<file path="src/rtl/flash_page_reader.sv">
`default_nettype none
// +----------------------------------------------------------------------------+
// | Module      : flash_page_reader                                            |
// | Description : SPI mode-0 flash page loader (READ 0x03, 64 bytes) feeding   |
// |               a 64-entry text buffer with a registered read port.          |
// |               Optional macro FLASH_PAGE_READER_PRINTABLE_EN replaces       |
// |               non-printable received bytes with 0x20.                      |
// | Revision    : 1.0 - initial release                                        |
// +----------------------------------------------------------------------------+
module flash_page_reader #(
    parameter int CLK_DIV        = 2,
    parameter int STARTUP_CYCLES = 2700
) (
    input  logic        i_clk,
    input  logic        i_rst,
    input  logic        i_start,
    input  logic [23:0] i_address,
    output logic        o_busy,
    output logic        o_done,
    input  logic        i_flashMISO,
    output logic        o_flashCLK,
    output logic        o_flashMOSI,
    output logic        o_flashCS,
    input  logic [5:0]  i_charAddress,
    output logic [7:0]  o_character
);

    localparam logic [7:0] c_cmd_read     = 8'h03;
    localparam logic [7:0] c_space        = 8'h20;
    localparam int         c_startup_w    = $clog2(STARTUP_CYCLES + 2);
    localparam logic [7:0] c_div_last     = 8'(CLK_DIV - 1);
    localparam logic [9:0] c_last_cmd_bit = 10'd31;
    localparam logic [9:0] c_last_bit     = 10'd543;

    typedef enum logic [2:0] {
        ST_STARTUP = 3'd0,
        ST_IDLE    = 3'd1,
        ST_CMD     = 3'd2,
        ST_DATA    = 3'd3,
        ST_FINISH  = 3'd4
    } state_t;

    state_t                 r_state,       w_state_next;
    logic [c_startup_w-1:0] r_startup_cnt, w_startup_cnt_next;
    logic [7:0]             r_div,         w_div_next;
    logic                   r_phase,       w_phase_next;
    logic [9:0]             r_bit_cnt,     w_bit_cnt_next;
    logic [31:0]            r_shift,       w_shift_next;
    logic [6:0]             r_rx,          w_rx_next;
    logic                   r_busy,        w_busy_next;
    logic                   r_done,        w_done_next;
    logic                   r_sclk,        w_sclk_next;
    logic                   r_cs,          w_cs_next;

    logic                   w_half_end;
    logic [8:0]             w_data_idx;
    logic [7:0]             w_rx_byte;
    logic [7:0]             w_store_byte;
    logic                   w_wr_en;
    logic [5:0]             w_wr_idx;

    logic [7:0]             r_buf [64];
    logic [7:0]             r_char;

    assign w_half_end = (r_div == c_div_last);
    // Bit counter includes the 32 command bits; modulo-512 subtraction gives the data bit index.
    assign w_data_idx = r_bit_cnt[8:0] - 9'd32;
    assign w_rx_byte  = {r_rx, i_flashMISO};
    assign w_wr_idx   = w_data_idx[8:3];

`ifdef FLASH_PAGE_READER_PRINTABLE_EN
    assign w_store_byte = (w_rx_byte >= 8'h20 && w_rx_byte <= 8'h7E) ? w_rx_byte : c_space;
`else
    assign w_store_byte = w_rx_byte;
`endif

    always_ff @(posedge i_clk) begin
        if (i_rst) begin
            r_state       <= ST_STARTUP;
            r_startup_cnt <= '0;
            r_div         <= '0;
            r_phase       <= 1'b0;
            r_bit_cnt     <= '0;
            r_shift       <= '0;
            r_rx          <= '0;
            r_busy        <= 1'b0;
            r_done        <= 1'b0;
            r_sclk        <= 1'b0;
            r_cs          <= 1'b1;
        end else begin
            r_state       <= w_state_next;
            r_startup_cnt <= w_startup_cnt_next;
            r_div         <= w_div_next;
            r_phase       <= w_phase_next;
            r_bit_cnt     <= w_bit_cnt_next;
            r_shift       <= w_shift_next;
            r_rx          <= w_rx_next;
            r_busy        <= w_busy_next;
            r_done        <= w_done_next;
            r_sclk        <= w_sclk_next;
            r_cs          <= w_cs_next;
        end
    end

    always_comb begin
        w_state_next       = r_state;
        w_startup_cnt_next = r_startup_cnt;
        w_div_next         = r_div;
        w_phase_next       = r_phase;
        w_bit_cnt_next     = r_bit_cnt;
        w_shift_next       = r_shift;
        w_rx_next          = r_rx;
        w_busy_next        = r_busy;
        w_done_next        = 1'b0;
        w_sclk_next        = r_sclk;
        w_cs_next          = r_cs;
        w_wr_en            = 1'b0;

        unique case (r_state)
            ST_STARTUP: begin
                if (int'(r_startup_cnt) + 1 >= STARTUP_CYCLES) begin
                    w_state_next       = ST_IDLE;
                    w_startup_cnt_next = '0;
                end else begin
                    w_startup_cnt_next = r_startup_cnt + c_startup_w'(1);
                end
            end
            ST_IDLE: begin
                if (i_start) begin
                    w_state_next   = ST_CMD;
                    w_busy_next    = 1'b1;
                    w_cs_next      = 1'b0;
                    w_sclk_next    = 1'b0;
                    w_div_next     = '0;
                    w_phase_next   = 1'b0;
                    w_bit_cnt_next = '0;
                    w_rx_next      = '0;
                    w_shift_next   = {c_cmd_read, i_address};
                end
            end
            ST_CMD, ST_DATA: begin
                if (!w_half_end) begin
                    w_div_next = r_div + 8'd1;
                end else if (!r_phase) begin
                    // Rising edge: MISO is sampled on the same edge that raises SCLK.
                    w_div_next   = '0;
                    w_phase_next = 1'b1;
                    w_sclk_next  = 1'b1;
                    w_rx_next    = {r_rx[5:0], i_flashMISO};
                    w_wr_en      = (r_state == ST_DATA) && (w_data_idx[2:0] == 3'd7);
                end else begin
                    // Falling edge: MOSI advances to the next bit while SCLK is low.
                    w_div_next     = '0;
                    w_phase_next   = 1'b0;
                    w_sclk_next    = 1'b0;
                    w_shift_next   = {r_shift[30:0], 1'b0};
                    w_bit_cnt_next = r_bit_cnt + 10'd1;
                    if (r_state == ST_CMD && r_bit_cnt == c_last_cmd_bit) begin
                        w_state_next = ST_DATA;
                    end
                    if (r_bit_cnt == c_last_bit) begin
                        w_state_next   = ST_FINISH;
                        w_cs_next      = 1'b1;
                        w_done_next    = 1'b1;
                        w_busy_next    = 1'b0;
                        w_bit_cnt_next = '0;
                    end
                end
            end
            ST_FINISH: begin
                // Two half-periods of chip-select high before the next command can start.
                if (!w_half_end) begin
                    w_div_next = r_div + 8'd1;
                end else begin
                    w_div_next   = '0;
                    w_phase_next = ~r_phase;
                    if (r_phase) begin
                        w_state_next = ST_IDLE;
                    end
                end
            end
            default: begin
                w_state_next = ST_STARTUP;
            end
        endcase
    end

    always_ff @(posedge i_clk) begin
        if (i_rst) begin
            for (int i = 0; i < 64; i++) begin
                r_buf[i] <= c_space;
            end
            r_char <= c_space;
        end else begin
            if (w_wr_en) begin
                r_buf[w_wr_idx] <= w_store_byte;
            end
            r_char <= r_buf[i_charAddress];
        end
    end

    assign o_busy      = r_busy;
    assign o_done      = r_done;
    assign o_flashCLK  = r_sclk;
    assign o_flashMOSI = r_shift[31];
    assign o_flashCS   = r_cs;
    assign o_character = r_char;

endmodule
`default_nettype wire

</file>
<file path="config.mk">
export PLATFORM = sky130hd
export DESIGN_NAME = flash_page_reader
export DESIGN_NICKNAME = d
export VERILOG_FILES = /design/src/rtl/flash_page_reader.sv
export SDC_FILE = /design/constraint.sdc
export NUM_CORES = 1
export LEC_CHECK = 0
export CAP_MARGIN = 0
export CORE_MARGIN = 2
export CORE_UTILIZATION = 30
export DETAILED_ROUTE_END_ITERATION = 6
export SLEW_MARGIN = 15
export SYNTH_ARGS = -nofsm -noshare
export SYNTH_HDL_FRONTEND = slang
export SYNTH_SLANG_ARGS = --single-unit
</file>
<file path="constraint.sdc">
create_clock -name i_clk -period 4.4 [get_ports i_clk]
set_clock_uncertainty 0.15 [all_clocks]
set_input_delay 1.32 -clock i_clk [delete_from_list [all_inputs] [get_ports i_clk]]
set_output_delay 1.32 -clock i_clk [all_outputs]
set_load 0.02 [all_outputs]
</file>
# Yosys cells after proc, flatten, opt, wreduce, memory -nomap -nowiden
# Memory sizes are Yosys's and may differ from the RTL's. A register that Yosys moved wholly into a read port is not among the register bits.
# Index checks and enable logic that the tools add are counted.
# Widths: inputs -> output; s select.
[totals] latchBits=0 elab_cells=108 memories=1 romBits=0 ff_bits=77 inputBits=34 output_inout_bits=13 ram_bits=512
[memory_table] name="r_buf" words=64 width=8 rd=1 rd_clocked_by_memory_dff=1 write_ports=64 line_no="62" source="logic [7:0] r_buf [64];"
[classes] reduce_logical=17 shifts=0 div=0 bitwise_logic=3 n_eq_ne=17 multipliers=0 magnitude_cmp=1 n_mux=53 add_sub_neg=5
[op_table] operator="$mux 32" count=3
[op_table] operator="$pmux 32 s2" count=1
[op_table] operator="$mux 10" count=4
[op_table] operator="$mux 3" count=8
[op_table] operator="$mux 8" count=3
[op_table] operator="$mux 1" count=21
[op_table] operator="$mux 7" count=3
[op_table] operator="$pmux 10 s2" count=1
[op_table] operator="$ne 2x2->1 const B" count=8
[op_table] operator="$pmux 8 s2" count=1
[op_table] operator="$pmux 7 s2" count=1
[op_table] operator="$add 12x1->13 const B" count=1
[op_table] operator="$ge 13x12->1 const B" count=1
[op_table] operator="$add 12x1->12 const B" count=1
[op_table] operator="$mux 12" count=1
[op_table] operator="$pmux 3 s4" count=1
[op_table] operator="$reduce_and 4->1" count=3
[op_table] operator="$add 10x1->10 const B" count=1
[op_table] operator="$eq 10x10->1 const B" count=1
[op_table] operator="$eq 10x5->1 const B" count=1
[op_table] operator="$sub 9x6->9 const B" count=1
[op_table] operator="$add 8x1->8 const B" count=1
[op_table] operator="$eq 8x1->1 const B" count=1
[op_table] operator="$reduce_or 8->1" count=1
[op_table] operator="other kinds (19)" count=27

# Longest topological paths before layout
[depth] word_depth=11 ltp_mapped=9 depth_no_buf=8

# Least setup slack after synthesis
# No wires, ideal clock.
[synth_timing] path_type="input port to flip-flop" start="input i_rst" end="memory r_buf[11][0], enable pin" setup_time_ns=0.384 setup_slack_ns=0.962 path_buffers=1 t_arrival_ns=2.904 stages=6 cell_sequence="inv_1 > nand4_1 > nor3b_2 > nand3_1 > clkbuf_1 > o21ai_0"
[synth_lines] element="from (decl)" line_no="15" source="input logic i_rst,"
[synth_lines] element="to (decl)" line_no="62"

==> run_results.csv <==
group,metric,value,unit
timing,layout_min_cycle_time,3.215,ns
finish,fin_cells,3253,
synthesis,yosys.cell_types.count,70,
placement,dp_hpwl,43.35,mm
cts,cts_num_sinks,597,
timing,worst_slew_margin_rel,28.48,%
drt,num_vias,16174,
synthesis,ys_ff_latch,597,
finish,drive_gt1_share,18.96,%
finish,n_antenna_cell,0,
drt,wire_per_inst,20.30,µm
synthesis,syn_nets,2005,
placement,dpl_cell_area,29590,µm²
cts,cts_tree,"done",
critical_path,rr_worst_depth,5,
timing,hold_ws,0.3241,ns
drt,drt_iter0_markers,1362,
floorplanning,initial_core_util,30.15,%
timing,hold_viol_final,0,
synthesis,synth-edff-count,512,
finish,nNetsFinal,2055,
finish,register_area,17090,µm²
global_route,grt_pass1_wl,101.9,mm
critical_path,arrival,3.57,ns
critical_path,crit_start,"i_charAddress[0]",
placement,gp_congestion,0.8417,
power_and_ir_drop,leakage,10.58,nW
synthesis,async_flop_share,0,%
cts,cts.clk_slew.worst_paths,0.06,ns
outcome,outcome,"finished clean",
synthesis,syn_inst,1964,
global_route,grt_pass1_vias,16566,
drt,avgViaCountPerCell,4.972,
finish,stdcell_area,31840,µm²
timing,drv_slew,0,
drt,wl,66.04,mm
critical_path,r2r-start,"r_bit_cnt[5]$_SDFFE_PP0P_",
floorplanning,dieArea,94160,µm²
synthesis,netlist_top_cells_area,"edfxtp_1, mux4_2, and2_1, dfxtp_1, clkbuf_1",
cts,cts_buffer_depth,3,
global_route,grt_start_max_net_pins,71,
cts,insertion_delay,0.61,ns
cts,clockRootBuffer,"clkbuf_16",
critical_path,cp-end-kind,"register",
drt,drc,0,
floorplanning,ioPinCount,47,
global_route,grt.total_usage,14.04,%
cts,cts_inserted_buffers,68,
floorplanning,die_w,306.9,µm
synthesis,synth.top_cell.area_share,55.88,%
synthesis,yosys_warnings,0,
drt,firstDrtPassIters,5,
finish,multiInputGateArea,9721,µm²
timing,tns,0,ns
drt,antenna_left,0,
global_route,gr-total-overflow,0,
min_path,hold_depth,2,
min_path,min_path_type,"reg -> reg",
critical_path,cp_max_fo,30,
synthesis,synth_area,27520,µm²
timing,tightest_slew,1.073,ns
timing,setup_ws,1.185,ns
job,cap_viol_max_count,0,
finish,fillers,8615,
critical_path,cp-start-kind,"input pin",
timing,rsz0062_at_grt,"false",
placement,place_ws,0.5483,ns
floorplanning,rows,111,
finish,syn_to_final_growth,15.73,%
critical_path,cp.required,4.75,ns
cts,post-cts-setup-buffers,0,
synthesis,yosys.area.top_type,"edfxtp_1",
global_route,antenna_found_initial,0,
power_and_ir_drop,power.density,429.6,nW/µm²
finish,layout_commonest_cell,"edfxtp_1",
floorplanning,core_area,91250,µm²
synthesis,avgSynthCellArea,14.01,µm²
cts,h-tree-depth,3,
critical_path,critical_path_class,"in -> reg",
finish,layout_common_cells,"edfxtp_1, and2_1, mux4_2",
placement,portBuffers,46,
cts,cts_resized,0,
timing,fmax,311.0,MHz
timing,setup_violations,0,
power_and_ir_drop,ir_drop,0.0002475,V
timing,min_period_over_period,73.07,%
floorplanning,die_h,306.9,µm
placement,place_inst,3130,
synthesis,yosysSeqAreaShare,62.06,%
cts,cts.hold.buffers_added,0,
synthesis,ys.flop_type,"edfxtp_1",
min_path,worstHoldStart,"o_flashCS$_SDFFE_PP1P_",
-- state kept, by name (all words and copies together) (netlist names) --
| name | count |
|---|---|
| r_buf | 512 |
| r_phase | 1 |
| o_busy | 1 |
| r_bit_cnt | 10 |
| o_done | 1 |
| r_state | 3 |
| r_rx | 7 |
| o_flashCLK | 1 |
| o_flashCS | 1 |
| r_div | 8 |
| o_character | 8 |
| r_shift | 32 |
| r_startup_cnt | 12 |
-- synthesized netlist by cell type (all sizes together) (9+ instances only) --
cell and instances:
edfxtp 512, and2 450, mux4 160, clkbuf 139, nor2 128, dfxtp 85
nand2 80, o21ai 77, or3 68, buf 29, a311oi 24, a21oi 23
nand3 23, a22oi 22, nor3 13, nand2b 12, inv 11, a21o 9
nand4 9, xnor2 9
-- metal layers --
metal | part of all wire [%] | GRT usage (%)
met5 | 0 | 0
met4 | 2.4 | 4.685
met3 | 4.3 | 1.950
met2 | 50 | 23.56
met1 | 44 | 18.73
-- final timing paths --
path | end | slack, ns
setup / recovery | o_character[1]$_SDFF_PP0_ | 1.18
hold / removal | o_flashCS$_SDFFE_PP1P_ | 0.32
setup reg to reg | r_buf[38][3]$_SDFFCE_PN0P_ | 1.26
hold reg to reg | o_flashCS$_SDFFE_PP1P_ | 0.32
-- logic make-up (layout without fill, tap and decap cells) --
group	after synthesis	after routing	share of synthesized area [%]
muxes	162	162	13.17
adders and majority gates	7	7	0.3183
DFF	597	597	62.06
buffers and inverters	179	282	2.647
xor gates and xnor gates	16	16	0.5093
and+or+nand+nor	816	816	16.78
AOI/OAI and AO/OA	187	187	4.511
-- critical path, stage by stage --
cell and delay, ns:
clkbuf_8 0.36, buf_4 0.31, mux4_2 0.55, mux4_2 0.53, a22oi_1 0.36, nand2_1 0.10
-- final cells by class --
class | instances | share of cell area [%]
sequential | 597 | 53.65
multi-input combinational | 1188 | 30.53
clock buffer | 80 | 5.517
tap | 1186 | 4.660
timing repair buffer | 148 | 3.965
clock inverter | 43 | 1.548
inverter | 11 | 0.1297
-- power by group --
part / switching [mW] / internal [mW] / total, mW / leakage (nW)
clock network: 2.34 / 3.36 / 5.71 / 1.09
registers: 0.169 / 6.46 / 6.63 / 5.59
logic: 0.770 / 0.569 / 1.34 / 3.90
-- per-stage QoR --
| step | util [%] | power, mW |
|---|---|---|
| 6_report | 34.90 | 13.68 |
| 5_1_grt | 34.90 | 14.15 |
| 4_1_cts | 34.90 | 13.80 |
| 3_5_place_dp | 32.43 | 8.094 |
| 3_3_place_gp | 32.43 | 8.044 |
| 2_1_floorplan | - | 7.621 |
Power figures use the tool's default switching activity.
